<file path="src/rtl/osd_stm_trace_tap_pkg.sv">
// Shared OSD constants used by the STM trace tap and its consumers.
package osd_stm_trace_tap_pkg;

    localparam logic [31:0] OSD_MARKER_OPC    = 32'h1500_0000;
    localparam int          OSD_TRACE_VALUE_W = 64;
    localparam int          OSD_TRACE_ID_W    = 16;
    localparam int          OSD_COUNT_W       = 16;

endpackage

</file>
<file path="src/rtl/osd_stm_trace_tap.sv">
// Watches retiring instructions for marker encodings and emits one-cycle
// trace events (id + shadowed GPR value) towards osd_stm.
module osd_stm_trace_tap
    import osd_stm_trace_tap_pkg::*;
#(
    parameter int          XLEN       = 32,
    parameter int          VALUE_REG  = 3,
    parameter logic [31:0] MARKER_OPC = OSD_MARKER_OPC
) (
    input  logic                         clk,
    input  logic                         rst_n,
    input  logic                         enable,
    input  logic                         retire_valid,
    input  logic [31:0]                  retire_insn,
    input  logic                         wb_valid,
    input  logic [4:0]                   wb_reg,
    input  logic [XLEN-1:0]              wb_data,
    output logic                         trace_valid,
    output logic [OSD_TRACE_ID_W-1:0]    trace_id,
    output logic [OSD_TRACE_VALUE_W-1:0] trace_value,
    output logic [OSD_COUNT_W-1:0]       event_count,
    output logic [OSD_COUNT_W-1:0]       drop_count
);

    localparam logic [4:0] VALUE_REG_IDX = VALUE_REG[4:0];

    logic [XLEN-1:0] shadow_q;
    logic            armed_q;
    logic            value_wb;
    logic            is_marker;
    logic [XLEN-1:0] cur_value;

    assign value_wb  = wb_valid && (wb_reg == VALUE_REG_IDX);
    assign cur_value = value_wb ? wb_data : shadow_q;

    // armed_q stays low for the first edge after reset release, so a marker
    // retiring right as reset lifts is ignored.
    assign is_marker = armed_q && retire_valid &&
                       (retire_insn[31:16] == MARKER_OPC[31:16]) &&
                       (retire_insn[15:0] != 16'h0000);

    always_ff @(posedge clk or negedge rst_n) begin
        if (!rst_n) begin
            armed_q <= 1'b0;
            shadow_q <= '0;
        end else begin
            armed_q <= 1'b1;
            if (value_wb) begin
                shadow_q <= wb_data;
            end
        end
    end

    always_ff @(posedge clk or negedge rst_n) begin
        if (!rst_n) begin
            trace_valid <= 1'b0;
            trace_id    <= '0;
            trace_value <= '0;
            event_count <= '0;
            drop_count  <= '0;
        end else begin
            trace_valid <= is_marker && enable;
            if (is_marker && enable) begin
                trace_id    <= retire_insn[15:0];
                trace_value <= OSD_TRACE_VALUE_W'(cur_value);
                event_count <= event_count + 16'd1;
            end
            if (is_marker && !enable && (drop_count != 16'hFFFF)) begin
                drop_count <= drop_count + 16'd1;
            end
        end
    end

endmodule

</file>
<file path="config.mk">
export PLATFORM = sky130hd
export DESIGN_NAME = osd_stm_trace_tap
export DESIGN_NICKNAME = d
export VERILOG_FILES = /design/src/rtl/osd_stm_trace_tap_pkg.sv /design/src/rtl/osd_stm_trace_tap.sv
export SDC_FILE = /design/constraint.sdc
export NUM_CORES = 1
export LEC_CHECK = 0
export CORE_AREA = 2 2 87 152
export DETAILED_ROUTE_END_ITERATION = 6
export DIE_AREA = 0 0 89 154
export GPL_ROUTABILITY_DRIVEN = 0
export GPL_TIMING_DRIVEN = 0
export PLACE_DENSITY = 0.84
export SYNTH_ARGS = -nofsm -noshare
export SYNTH_HDL_FRONTEND = slang
export SYNTH_SLANG_ARGS = --single-unit
</file>
<file path="constraint.sdc">
create_clock -name clk -period 1.57 [get_ports clk]
set_input_delay 0.471 -clock clk [delete_from_list [all_inputs] [get_ports clk]]
set_output_delay 0.471 -clock clk [all_outputs]
set_load 0.01 [all_outputs]
</file>
==> results.cfg <==
[global_route]
grt-ovfl-total = 0
grt_pass1_vias = 4368
grt_antenna_before_repair = 0
grt_first_pass_wirelength_mm = 22.43
grt_max_degree = 63
grt_usage = 0.2150

[cts]
cts_tree = done
insertion_delay_ns = 0.40
cts_sinks = 114
hold_buffers = 0
clk_pin_slew_ns = 0.06
clk_path_buf_depth = 2
htreeDepth = 4
cts-root-buf = clkbuf_16
numCtsBuffers = 17

[yosys]
synthCells = 352
synth.largest_area_cell = dfrtp_1
synth_top_area_frac = 0.5804
syn_area_per_cell_um2 = 13.96
synth_edf_count = 0
synth.yosys.seq_area_share = 0.5804
ys_seq_elements = 114
postSynth.asyncResetShare = 1.000
synth_area_leaders = dfrtp_1, mux2_1, buf_4
synth-main-ff-cell = dfrtp_1
ys_warn_count = 0
syn_area_um2 = 4915
ys_types = 35

[layout]
utilization = 0.7015
multi_input_area_um2 = 2435
layout-drive-gt1-share = 0.4929
nFillCells = 869
n_antenna_cell = 0
fin_nets = 694
seq_area_um2 = 2859
area_growth_pct = 77.44

[power]
total_power_mw = 7.973
switchingPower_mw = 1.739
power_frac_comb = 0.086
p_seq_frac = 0.395
internal_power_mw = 6.234
ir_drop_mv = 0.6641
clockPowerShare = 0.518
power_switching_share = 0.2181
p_leak_nw = 4.409
p_per_area_nw_per_um2 = 914.2

[route]
via_count = 3864
postRouteAntennaNets = 0
wl_per_cell_um = 18.58
avgViaCountPerCell = 4.836
post-route-drc-count = 0
first_iter_violations = 93
dr.pass1.iters = 4
drt-total-wl_mm = 14.85

[sta]
max_freq_ghz = 0.5255
drv_slew = 0
max_slew_margin = 0.5184
finalHoldViolCount = 0
min_period_ns = 1.903
worst_pin_slew_ns = 0.7223
hold-worst-slack_ns = 0.1099
tns_ns = -12.69
clock_skew_ns = 0.007596
period_share = 1.212
rsz0062_at_grt = true
final-setup-viol-count = 80
fin_ws_ns = -0.3331

[worst_setup_path]
critPathKind = reg2reg
critPathSlowestCell = or4_4
path_buf_inv = 0
crit_family = simple AND/OR/NAND/NOR gates
worst-endpoint-required_ns = 1.86
critPathLaunchType = flip-flop
path_cells = nand4_1 > nor2_2 > nand2_2 > or4_4 > mux2_4
slowest_delay_ns = 0.43
crit_fanout = 3
arrival_ns = 2.19
critPathCaptureType = flip-flop

[floorplanning]
die_w_um = 89
rows = 54
placeableCoreArea_um2 = 12430
die-area_um2 = 13710
start_util = 0.3953
die_h_um = 154
design.portCount = 187

[place]
post-place-ws_ns = -1.292
place.port_buffers = 154
dp_hpwl_mm = 8.906

[status]
violations = setup timing
status = complete, but fails checks

[run]
drv_cap = 0

[worst_hold_path]
worstHoldPathType = in2async
## worst register-to-register path, delay by kind of cell, from the launching register on
kind	cells	cell delay, ns
flip-flops	1	0.38
AND/OR/NAND/NOR	4	1.11
multiplexers	1	0.31
## per-layer routing
layer / track usage / vias to the layer above / routed length [um]
met5: 0 / - / 0
li1: - / 1715 / -
met4: 0.07605 / 0 / 380
met3: 0.04992 / 31 / 733
met2: 0.4122 / 159 / 8781
met1: 0.2157 / 1959 / 4953
## layout by cell type, fill, tap and decap left out, types with 4 or more instances in the layout
| cell type | count |
|---|---|
| and3_1 | 6 |
| buf_12 | 11 |
| buf_16 | 7 |
| buf_2 | 22 |
| buf_4 | 70 |
| buf_6 | 24 |
| buf_8 | 5 |
| bufinv_16 | 4 |
| clkbuf_16 | 17 |
| clkbuf_2 | 8 |
| clkdlybuf4s15_1 | 58 |
| clkdlybuf4s50_1 | 32 |
| clkinv_4 | 5 |
| conb_1 | 33 |
| dfrtp_1 | 109 |
| dfrtp_2 | 5 |
| dlygate4sd2_1 | 18 |
| mux2_2 | 4 |
| mux2_4 | 77 |
| nand2_4 | 4 |
| nand3_2 | 6 |
| nand3_4 | 4 |
| nand4_1 | 19 |
| nor4_4 | 7 |
| xnor2_1 | 22 |
## stage by stage
step | area, um^2 | instances
after floorplan | 5298 | 383
after global placement | 7049 | 705
after detailed placement | 7074 | 706
after CTS | 8572 | 792
after global routing | 8721 | 799
final | 8721 | 799
## sequential cells by signal, summed over array words and instances, names as in the netlist
name	cells
shadow_q	32
trace_value	32
drop_count	16
event_count	16
trace_id	16
armed_q	1
trace_valid	1
## worst paths after layout
path	start	to	slack, ns	depth (start not counted)
max in group asynchronous	rst_n	event_count[6]	0.68	2
max reg2reg	drop_count[4]	drop_count[10]	-0.33	5
max	drop_count[4]	drop_count[10]	-0.33	5
min in group clk	retire_insn[6]	trace_id[6]	0.31	2
min	rst_n	shadow_q[10]	0.11	1
min reg2reg	event_count[15]	event_count[15]	0.47	1
## Yosys cell counts (2+ instances only)
master	instances
nand4_1	19
nand3_1	12
nor4_1	7
inv_1	3
nand2_1	8
ha_1	2
dfrtp_1	114
nor4b_4	2
buf_4	32
buf_2	10
xor2_1	3
mux2_1	76
mux2_2	7
conb_1	2
xnor2_1	25
and3_1	7
nor2_1	3
and2_1	3
## timing repair
| action | in CTS | in global routing |
|---|---|---|
| resized for setup | 364 | 75 |
| setup buffers | 46 | 11 |
| gates cloned | 10 | 0 |
| pin swaps | 48 | 16 |
| endpoints found under the setup margin | 192 | 129 |
## power groups by stage
stage          clock, mW  sequential, mW  combinational, mW
2_1_floorplan          0            3.18              0.260
3_3_place_gp           0            3.18              0.528
3_5_place_dp           0            3.19              0.561
4_1_cts             4.19            3.15              0.672
5_1_grt             4.35            3.16              0.740
6_report            4.13            3.15              0.689
## area by class of cell
type                            count  share of cell area
Multi-Input combinational cell    222              0.2792
Buffer                             43             0.04677
Sequential cell                   114              0.3278
Tap cell                          168             0.02410
Clock buffer                       18             0.05036
Clock inverter                     14             0.02339
Inverter                            3            0.001291
Timing Repair Buffer              217              0.2471
## kinds of logic (layout without fill, tap and decap cells)
group                      count (synthesis)  in the layout  synth area share
DFF                                      114            114            0.5804
buffers and inverters                     47            295           0.06441
other                                      2             33          0.001528
adders and majority gates                  2              2          0.005091
xor gates and xnor gates                  28             28           0.04990
AOI/OAI and AO/OA                          1              1          0.001017
and+or+nand+nor                           74             74            0.1044
muxes                                     84             84            0.1932
Power figures use the tool's default switching activity.
